===== config.mk =====
export PLATFORM = sky130hd
export DESIGN_NAME = i2c_req_arbiter
export DESIGN_NICKNAME = d
export VERILOG_FILES = /design/src/rtl/i2c_req_arbiter_pkg.sv /design/src/rtl/i2c_req_arbiter_rr_arbiter.sv /design/src/rtl/i2c_req_arbiter.sv
export SDC_FILE = /design/constraint.sdc
export NUM_CORES = 1
export LEC_CHECK = 0
export ABC_AREA = 1
export BUFFER_PORTS_ARGS = -buffer_cell sky130_fd_sc_hd__buf_2
export CORE_MARGIN = 8
export CORE_UTILIZATION = 38
export DETAILED_ROUTE_END_ITERATION = 8
export PLACE_DENSITY_LB_ADDON = 0.2
export SLEW_MARGIN = 20
export SYNTH_ARGS = -nofsm -noshare
export SYNTH_HDL_FRONTEND = slang
export SYNTH_HIERARCHICAL = 1
export SYNTH_SLANG_ARGS = --single-unit

===== constraint.sdc =====
create_clock -name clk -period 2.07 [get_ports clk]
set_clock_uncertainty 0.05 [all_clocks]
set_input_delay 0.414 -clock clk [delete_from_list [all_inputs] [get_ports clk]]
set_output_delay 0.414 -clock clk [all_outputs]
set_load 0.1 [all_outputs]

===== src/rtl/i2c_req_arbiter_pkg.sv =====
// Shared types and constants for the I2C request arbiter.
// Latency: none (declarations only).
// Backpressure: none (declarations only).
package i2c_arb_pkg;

  localparam int DEV_W = 7;
  localparam int REG_W = 8;
  localparam int DAT_W = 8;

  localparam logic RW_READ  = 1'b1;
  localparam logic RW_WRITE = 1'b0;

  // Arbiter sequencing: pick, accept, start master, wait for completion, answer.
  typedef enum logic [2:0] {
    IDLE  = 3'd0,
    LATCH = 3'd1,
    ISSUE = 3'd2,
    WAIT  = 3'd3,
    RESP  = 3'd4
  } arb_state_t;

  // One register-level command as presented to the I2C master.
  typedef struct packed {
    logic [DEV_W-1:0] dev_addr;
    logic [REG_W-1:0] reg_addr;
    logic [DAT_W-1:0] data;
    logic             rw;
  } cmd_t;

endpackage


===== src/rtl/i2c_req_arbiter_rr_arbiter.sv =====
// Round-robin winner select: first requesting bit at or after ptr, wrapping.
// Latency: purely combinational.
// Backpressure: none; the parent decides when a grant is taken.
module rr_arbiter #(
  parameter  int N_REQ = 4,
  localparam int IDX_W = (N_REQ > 1) ? $clog2(N_REQ) : 1
) (
  input  logic [N_REQ-1:0] req,
  input  logic [IDX_W-1:0] ptr,
  output logic [N_REQ-1:0] grant,
  output logic [IDX_W-1:0] grant_idx,
  output logic             gnt_any
);

  logic [IDX_W:0] cand;

  // Scan from farthest to nearest candidate so the one closest to ptr is kept last.
  always_comb begin
    grant     = '0;
    grant_idx = '0;
    gnt_any   = 1'b0;
    cand      = '0;
    for (int k = N_REQ - 1; k >= 0; k--) begin
      cand = {1'b0, ptr} + (IDX_W+1)'(k);
      if (cand >= (IDX_W+1)'(N_REQ)) begin
        cand = cand - (IDX_W+1)'(N_REQ);
      end
      if (req[cand[IDX_W-1:0]]) begin
        grant                   = '0;
        grant[cand[IDX_W-1:0]]  = 1'b1;
        grant_idx               = cand[IDX_W-1:0];
        gnt_any                 = 1'b1;
      end
    end
  end

endmodule


===== src/rtl/i2c_req_arbiter.sv =====
// Shares one I2C master among N_REQ requesters with round-robin command arbitration.
// Latency: req_valid at cycle 0 -> req_ready at 1 -> m_start at 2 (idle master); rsp_valid 1 cycle after m_done.
// Backpressure: requests wait outside IDLE; m_start is withheld while m_busy is high; timeout bounds WAIT.
module i2c_req_arbiter
  import i2c_arb_pkg::*;
#(
  parameter int N_REQ       = 4,
  parameter int TIMEOUT_CYC = 4096
) (
  input  logic                   clk,
  input  logic                   rst,
  input  logic [N_REQ-1:0]       req_valid,
  output logic [N_REQ-1:0]       req_ready,
  input  logic [DEV_W*N_REQ-1:0] req_dev_addr,
  input  logic [REG_W*N_REQ-1:0] req_reg_addr,
  input  logic [DAT_W*N_REQ-1:0] req_wdata,
  input  logic [N_REQ-1:0]       req_rw,
  output logic [N_REQ-1:0]       rsp_valid,
  output logic [DAT_W-1:0]       rsp_rdata,
  output logic                   rsp_err,
  output logic                   m_start,
  output logic [DEV_W-1:0]       m_dev_addr,
  output logic [REG_W-1:0]       m_reg_addr,
  output logic [DAT_W-1:0]       m_data,
  output logic                   m_rw,
  input  logic                   m_busy,
  input  logic                   m_done,
  input  logic [DAT_W-1:0]       m_rdata,
  input  logic                   m_nack
);

  localparam int IDX_W = (N_REQ > 1) ? $clog2(N_REQ) : 1;
  localparam int TMR_W = (TIMEOUT_CYC > 0) ? $clog2(TIMEOUT_CYC + 1) : 1;

  localparam logic [TMR_W-1:0] TMR_MAX   = '1;
  localparam logic [TMR_W-1:0] TMR_LIMIT = TMR_W'(TIMEOUT_CYC);
  localparam logic [IDX_W-1:0] LAST_IDX  = IDX_W'(N_REQ - 1);

  arb_state_t       state;
  logic [IDX_W-1:0] ptr;
  logic [IDX_W-1:0] gnt_idx;
  logic [N_REQ-1:0] gnt_oh;
  cmd_t             cmd;
  cmd_t             slice_cmd;
  logic [TMR_W-1:0] timer;
  logic [TMR_W-1:0] timer_nxt;
  logic             timeout_hit;

  logic [N_REQ-1:0] arb_grant;
  logic [IDX_W-1:0] arb_idx;
  logic             arb_any;

  rr_arbiter #(.N_REQ(N_REQ)) u_rr (
    .req       (req_valid),
    .ptr       (ptr),
    .grant     (arb_grant),
    .grant_idx (arb_idx),
    .gnt_any   (arb_any)
  );

  // Command fields of the granted requester, sampled during its accept cycle.
  always_comb begin
    slice_cmd          = '0;
    slice_cmd.dev_addr = req_dev_addr[DEV_W*gnt_idx +: DEV_W];
    slice_cmd.reg_addr = req_reg_addr[REG_W*gnt_idx +: REG_W];
    slice_cmd.data     = req_wdata[DAT_W*gnt_idx +: DAT_W];
    slice_cmd.rw       = req_rw[gnt_idx];
  end

  // Saturating next-count; the timeout fires once the count reaches TIMEOUT_CYC.
  always_comb begin
    timer_nxt = timer;
    if (timer != TMR_MAX) begin
      timer_nxt = timer + 1'b1;
    end
  end

  assign timeout_hit = (TIMEOUT_CYC != 0) && (timer_nxt >= TMR_LIMIT);

  assign m_dev_addr = cmd.dev_addr;
  assign m_reg_addr = cmd.reg_addr;
  assign m_data     = cmd.data;
  assign m_rw       = cmd.rw;

  // Arbitration FSM with registered handshake, master and response outputs.
  always_ff @(posedge clk) begin
    if (rst) begin
      state     <= IDLE;
      ptr       <= '0;
      gnt_idx   <= '0;
      gnt_oh    <= '0;
      req_ready <= '0;
      rsp_valid <= '0;
      rsp_rdata <= '0;
      rsp_err   <= 1'b0;
      m_start   <= 1'b0;
      cmd       <= '0;
      timer     <= '0;
    end else begin
      case (state)
        IDLE: begin
          if (arb_any) begin
            gnt_idx   <= arb_idx;
            gnt_oh    <= arb_grant;
            req_ready <= arb_grant;
            state     <= LATCH;
          end
        end
        LATCH: begin
          req_ready <= '0;
          cmd       <= slice_cmd;
          // An idle master lets the start pulse coincide with the first ISSUE cycle.
          if (!m_busy) begin
            m_start <= 1'b1;
            timer   <= '0;
          end
          state <= ISSUE;
        end
        ISSUE: begin
          if (m_start) begin
            // The start cycle itself counts toward the timeout.
            m_start <= 1'b0;
            timer   <= timer_nxt;
            state   <= WAIT;
          end else if (!m_busy) begin
            m_start <= 1'b1;
            timer   <= '0;
          end
        end
        WAIT: begin
          timer <= timer_nxt;
          if (m_done) begin
            rsp_valid <= gnt_oh;
            rsp_err   <= m_nack;
            rsp_rdata <= (cmd.rw == RW_READ && !m_nack) ? m_rdata : '0;
            state     <= RESP;
          end else if (timeout_hit) begin
            rsp_valid <= gnt_oh;
            rsp_err   <= 1'b1;
            rsp_rdata <= '0;
            state     <= RESP;
          end
        end
        RESP: begin
          rsp_valid <= '0;
          ptr       <= (gnt_idx == LAST_IDX) ? '0 : gnt_idx + 1'b1;
          state     <= IDLE;
        end
        default: begin
          state <= IDLE;
        end
      endcase
    end
  end

endmodule

; Yosys cells after proc, flatten, opt, wreduce, memory -nomap -nowiden
; Index checks and enable logic that the tools add are counted.
[op_classes]
reduce_logical = 18
shifts = 3
muxes = 58
magnitude_cmp = 14
n_addsub = 9
multipliers = 1
n_eq_ne = 10
[ops]
columns = cell, count
row1 = indexed part select 32 x 6 -> 8 bit, 2
row2 = 2-to-1 mux 13 bit, 3
row3 = case mux 13 bit (3 select lines), 1
row4 = 2-to-1 mux 4 bit, 7
row5 = indexed part select 28 x 6 -> 7 bit, 1
row6 = 2-to-1 mux 8 bit, 3
row7 = 2-to-1 mux 1 bit, 18
row8 = 2-to-1 mux 2 bit, 9
row9 = case mux 4 bit (2 select lines), 2
row10 = less-than comparator 2 x 3 -> 1 bit (second input constant), 5
row11 = adder 13 x 1 -> 13 bit (second input constant), 1
row12 = greater-or-equal comparator 13 bit (second input constant), 1
row13 = != test 13 bit (second input constant), 1
row14 = 2-to-1 mux 3 bit, 4
row15 = case mux 3 bit (4 select lines), 1
row16 = binary-select mux 1 bit (select 2 bit), 5
row17 = AND reduction 2 bit, 5
row18 = greater-or-equal comparator 3 bit (second input constant), 3
row19 = demux 1 bit (select 2 bit), 4
row20 = greater-or-equal comparator 2 x 1 -> 1 bit (second input constant), 4
row21 = nonzero test 2 bit, 4
row22 = subtractor 2 x 1 -> 2 bit (second input constant), 4
row23 = adder 2 x 2 -> 3 bit (second input constant), 2
row24 = == test 3 x 2 -> 1 bit (second input constant), 2
row25 = 15 further kinds, 21
[totals]
wordCells = 127
reg_bits = 66
input_bits = 113
output_inout_bits = 42

; Depth between registers and ports, before layout
[depth]
depth_word = 13
depth_mapped = 13
ltp_nobuf = 13

; Modules after synthesis
; The synthesis kept the hierarchy.
[modules_own_cells]
columns = mod, area_per_inst_um2, n_inst, cells_each
row1 = i2c_req_arbiter, 3799.9, 1, 586
row2 = rr_arbiter, 486.7, 1, 88

; Worst setup path after synthesis
; OpenSTA, ideal clock, no wires.
[synth_timing]
kind = reg-to-reg
from = register ptr[0]
to = register req_ready[0]
path_buffers = 1
path_stages_with_launch = 12
arrival_time_ps = 2010
setup_slack_ps = -60
synth_period_minus_slack_ps = 2130
path_cell_list = dfxtp_1 inv_2 ha_1 inv_1 nand3_4 nand2_4 inv_4 nand4_1 nand3_1 clkbuf_1 nand2_1 a21oi_1
[synth_rtl]
columns = item, line_no
row1 = start: declaration, i2c_req_arbiter.sv:40  ; logic [IDX_W-1:0] ptr;
row2 = start signal: assignment, i2c_req_arbiter.sv:146  ; ptr <= (gnt_idx == LAST_IDX) ? '0 : gnt_idx + 1'b1;
row3 = adder 2 x 2 -> 3 bit, i2c_req_arbiter_rr_arbiter.sv:24  ; cand = {1'b0, ptr} + (IDX_W+1)'(k);
row4 = greater-or-equal comparator 3 bit or subtractor 2 x 1 -> 2 bit (tied branches), "i2c_req_arbiter_rr_arbiter.sv:25, i2c_req_arbiter_rr_arbiter.sv:26"
row5 = 2-to-1 mux 2 bit, i2c_req_arbiter_rr_arbiter.sv:25  ; if (cand >= (IDX_W+1)'(N_REQ)) begin
row6 = binary-select mux 1 bit (select 2 bit), i2c_req_arbiter_rr_arbiter.sv:28  ; if (req[cand[IDX_W-1:0]]) begin
row7 = 2-to-1 mux 1 bit (implied by the code), i2c_req_arbiter_rr_arbiter.sv:28
row8 = 2-to-1 mux 1 bit (3 in series), i2c_req_arbiter_rr_arbiter.sv:28
row9 = 2-to-1 mux 1 bit *, i2c_req_arbiter_rr_arbiter.sv:28
row10 = via arb_any, i2c_req_arbiter.sv:51  ; logic arb_any;
row11 = != test 2 bit (no source line) *, n/a
row12 = AND reduction 2 bit (no source line) *, n/a
row13 = end signal: assignment, i2c_req_arbiter.sv:105  ; req_ready <= arb_grant;
row14 = end: declaration, i2c_req_arbiter.sv:13  ; output logic [N_REQ-1:0] req_ready,
; Mark *: on every way through the listed nets, which the timed path passes. The rest lies on a longest branch. The select of a mux whose other input is x is not followed.
; A chain may end at the register's enable or synchronous reset.

; Final worst setup path
[layout_timing]
from = register timer[0]
to = register rsp_rdata[3]
[layout_between]
elab_chain_cells = 5
[layout_rtl]
columns = item, line_no
row1 = start: declaration, i2c_req_arbiter.sv:45  ; logic [TMR_W-1:0] timer;
row2 = start signal: assignment, i2c_req_arbiter.sv:123  ; timer <= timer_nxt;
row3 = start signal: assignment, i2c_req_arbiter.sv:131  ; timer <= timer_nxt;
row4 = adder 13 x 1 -> 13 bit or != test 13 bit (tied branches), "i2c_req_arbiter.sv:74, i2c_req_arbiter.sv:73"
row5 = 2-to-1 mux 13 bit *, i2c_req_arbiter.sv:73  ; if (timer != TMR_MAX) begin
row6 = greater-or-equal comparator 13 bit *, i2c_req_arbiter.sv:78  ; assign timeout_hit = (TIMEOUT_CYC != 0) && (timer_nxt >= TMR_LIMIT);
row7 = nonzero test 2 bit (no source line) *, n/a
row8 = AND reduction 2 bit (no source line) *, n/a
row9 = end signal: assignment, i2c_req_arbiter.sv:135  ; rsp_rdata <= (cmd.rw == RW_READ && !m_nack) ? m_rdata : '0;
row10 = end: declaration, i2c_req_arbiter.sv:19  ; output logic [DAT_W-1:0] rsp_rdata,
; Every way passes the cells marked *; elsewhere a longest branch is shown, timed or not.

==> run summary <==
### Route
- **total iterations of the first detailed-routing run** 5
- **Via Count** 4838
- **antenna-violating nets left** 0
- **overall routed net length** 13200 µm
- **Routed wire per std cell** 13.7 µm
- **remaining routing DRC violations** 0
- **first-iteration detailed-routing DRC count** 296
- **vias per std cell** 5.00

### Cells and area
- **Cell Count, Final, Fillers Out** 967
- **sequential cell area** 1320 µm²
- **number of nets at the end of the flow** 945
- **top library cells by usage in the layout, fill and taps aside** sky130_fd_sc_hd__buf_2 (154), sky130_fd_sc_hd__nor2_1 (120), sky130_fd_sc_hd__nand2_1 (109)
- **area of the multi-input gates** 2450 µm²
- **fraction of layout instances using a drive strength above 1** 27.6%
- **P&R area growth vs syn** 29.4%
- **# fillers** 1112
- **n_diodes** 0
- **leading cell type in the layout, fill and taps excluded** sky130_fd_sc_hd__buf_2

### Placement
- **Cell Count Post-Placement** 950
- **final weighted congestion in routability-driven placement** 0.980
- **Detail Placement HPWL** 10400 µm
- **count of buffers inserted at the top-level ports** 154

### GRT
- **pin count of the biggest net entering global routing** 51
- **total gr overflow** 0
- **total global routing track utilization** 17.3%
- **via count of the first global-routing pass** 4623
- **first-pass GRT wire length** 21500 µm
- **number of antenna violations at the first check in global routing** 1

### Logic synthesis
- **adder-cell area share of the yosys netlist** 2.92%
- **register area share after synthesis** 30.8%
- **number of register bits inferred by synthesis** 66
- **Post-Syn Nets** 797
- **area share of xor/xnor cells in the synthesized design** 0.409%
- **number of instances in the synthesized netlist** 674
- **Synth Area per Inst** 6.36 µm²
- **Syn. warnings** 6
- **synthesized-area fraction occupied by and/or/nand/nor cells** 30.3%
- **Compound-Gate Fraction of Synth Area** 23.0%
- **leading register cell type out of synthesis** sky130_fd_sc_hd__dfxtp_1
- **summed instance area of the synthesized netlist** 4290 µm²
- **multiplexer share of the synthesized area** 0%
- **count of cell types in the netlist** 37
- **Async SR Flop Fraction** 0%
- **combinational family with the most area after synthesis** simple AND/OR/NAND/NOR gates
- **number of enable flip-flop cells after synthesis** 0

### Power
- **IR drop worst, VDD** 0.419 mV
- **net switching component of the power** 0.00246 W
- **total power density per cell area** 1000 nW/µm²
- **power share of the clock group** 29.0%
- **cell internal pwr** 0.00311 W
- **static leakage power** 2.76 nW
- **share of power burned in combinational logic** 41.8%
- **sequential share of power** 29.1%
- **switching power as a share of total power** 44.2%

### Floorplanning
- **std cell rows** 38
- **number of placed I/O pins** 155
- **starting utilization of the core area** 39.2%
- **Die X-Extent** 122 µm
- **floorplan core area** 10900 µm²
- **die height** 122 µm
- **die outline area** 14900 µm²

### Clock tree
- **total number of clock tree sinks** 66
- **Root Buffer Master** sky130_fd_sc_hd__clkbuf_16
- **largest buffer count on any clock path** 2
- **H-Tree Depth** 3
- **CTS Buf Count** 9
- **clock slew at the register clock pins of the worst setup and hold paths** 0.06 ns
- **Post-CTS Hold Fix Bufs** 0
- **clock latency of the later-clocked register in the worst-skew pair** 0.32 ns
- **CTS tree** yes

### Worst setup path
- **kind of cell with the highest combined delay on the critical path** simple AND/OR/NAND/NOR gates
- **library cell appearing most often on the critical path** sky130_fd_sc_hd__nand3_2
- **Slowest-stage cell, CP** sky130_fd_sc_hd__dfxtp_1
- **Max FO, Critical Path** 20
- **buffers plus inverters on the worst setup path** 1
- **kind of end point of the critical path** flop
- **critical path cell sequence** ha_1 -> nand3_2 -> nor2_4 -> nand2_2 -> nand3_2 -> nand2_4 -> clkinv_4 -> nand2_1 -> o21ai_2 -> nor2_1
- **critical path launch point** timer[0]
- **worst path required time** 2.22 ns
- **Reg-to-Reg Start** timer[0]
- **launching element type of the critical path** flop
- **Arr. time, crit path** 2.03 ns
- **peak per-stage delay on the critical path** 0.40 ns
- **path type of the worst setup path** reg2reg

### Timing
- **final slew viol count** 0
- **Worst-Margin Slew** 0.831 ns
- **worst max-slew margin expressed relative to the limit** 44.2%
- **RSZ-0062 raised after global routing** false
- **share of the clock period used by the worst path** 91.0%
- **final setup fails** 0
- **Highest Clock Rate** 531 MHz
- **number of hold violations in the final report** 0
- **sum of negative setup slack** 0 ns
- **crit path time final** 1.88 ns

### Min path
- **hold path start** m_nack
- **HP Class** in2reg

### Flow run
- **reported max-cap violation count** 0

### Status
- **outcome** finished clean

[power groups by stage]
| stage | registers, W | logic [W] | clock network (W) |
|---|---|---|---|
| 6_report | 0.00162 | 0.00233 | 0.00161 |
| 5_1_grt | 0.00165 | 0.00254 | 0.00172 |
| 4_1_cts | 0.00162 | 0.00232 | 0.00166 |
| 3_5_place_dp | 0.00164 | 0.00232 | 0 |
| 3_3_place_gp | 0.00164 | 0.00229 | 0 |
| 2_1_floorplan | 0.00250 | 0.000949 | 0 |
[registers in the layout, indices dropped and copies added, names as in the netlist]
| register | flops |
|---|---|
| state | 3 |
| gnt_idx | 2 |
| req_ready | 4 |
| m_rw | 1 |
| m_data | 8 |
| rsp_err | 1 |
| ptr | 2 |
| rsp_valid | 4 |
| m_start | 1 |
| m_reg_addr | 8 |
| m_dev_addr | 7 |
| gnt_oh | 4 |
| rsp_rdata | 8 |
| timer | 13 |
[stage by stage]
step / total power [W] / setup slack, ns / util [%] / area (µm²) / hold slack [ns]
finish: 0.00556 / 0.186 / 50.7 / 5550 / 0.307
global placement: 0.00393 / 0.251 / 47.6 / 5200 / 0.401
global route: 0.00592 / 0.00399 / 50.7 / 5550 / 0.316
detailed placement: 0.00396 / 0.136 / 47.6 / 5200 / 0.404
floorplan: 0.00345 / 0.0197 / - / 4290 / 0.392
CTS: 0.00560 / 0.118 / 50.5 / 5520 / 0.299
[layer usage]
metal  track usage [%]  up-vias  wire, µm
met3              5.28       21       834
li1                  -     2498         -
met2              29.5      144      6490
met4              6.02        2       234
met1              20.2     2173      5680
met5                 0        -        10
[what timing repair did]
action	CTS	global route
endpoints found under the setup margin	0	9
resized for setup	0	5
setup buffers	0	1
[synthesized netlist by cell type (2+ instances only)]
cell	instances	share of area [%]
sky130_fd_sc_hd__a21oi_1	56	6.5
sky130_fd_sc_hd__or2_0	3	0.44
sky130_fd_sc_hd__o21ai_1	10	1.2
sky130_fd_sc_hd__a31oi_1	2	0.29
sky130_fd_sc_hd__o21ai_2	10	2.0
sky130_fd_sc_hd__nand3_2	3	0.70
sky130_fd_sc_hd__ha_1	10	2.9
sky130_fd_sc_hd__nor2_2	6	0.88
sky130_fd_sc_hd__buf_2	7	0.82
sky130_fd_sc_hd__nand3_1	31	3.6
sky130_fd_sc_hd__nand4_1	6	0.88
sky130_fd_sc_hd__buf_1	2	0.18
sky130_fd_sc_hd__buf_12	2	0.93
sky130_fd_sc_hd__dfxtp_1	66	31
sky130_fd_sc_hd__o32ai_1	24	4.9
sky130_fd_sc_hd__nand2_4	2	0.53
sky130_fd_sc_hd__nand2_2	10	1.5
sky130_fd_sc_hd__clkbuf_1	19	1.7
sky130_fd_sc_hd__o21ai_0	61	7.1
sky130_fd_sc_hd__inv_2	3	0.26
sky130_fd_sc_hd__xor2_1	2	0.41
sky130_fd_sc_hd__nand2_1	109	9.5
sky130_fd_sc_hd__nor3_1	5	0.58
sky130_fd_sc_hd__inv_1	93	8.1
sky130_fd_sc_hd__nor2_1	120	11
[kinds of logic (layout without fill, tap and decap cells)]
family          Yosys count  in the layout
flops                    66             66
fa+ha+maj                10             10
simple gates            299            299
buf+inv                 129            282
compound gates          168            168
xor+xnor                  2              2
[worst paths after layout]
kind | to | slack, ns | cells past startpoint
max | rsp_rdata[3] | 0.19 | 10
min | rsp_err | 0.31 | 3
max reg2reg | rsp_rdata[3] | 0.19 | 10
min reg2reg | req_ready[2] | 0.41 | 2
[worst reg2reg max path: cells and delay by family, from the launching register on]
| family | cells | cell delay [ns] |
|---|---|---|
| and+or+nand+nor | 7 | 0.78 |
| adders and majority gates | 1 | 0.31 |
| buffers and inverters | 1 | 0.17 |
| DFF | 1 | 0.40 |
| AOI/OAI and AO/OA | 1 | 0.06 |
[area by class of cell]
cell class	count	share of cell area, %
clock buffers	10	4.13
clock inverters	6	1.65
inverters	98	6.77
multi-input cells	479	44.1
flip-flops and latches	66	23.8
well taps	140	3.16
repair buffers	168	16.3
No activity file was read; power rests on OpenSTA's default activity.
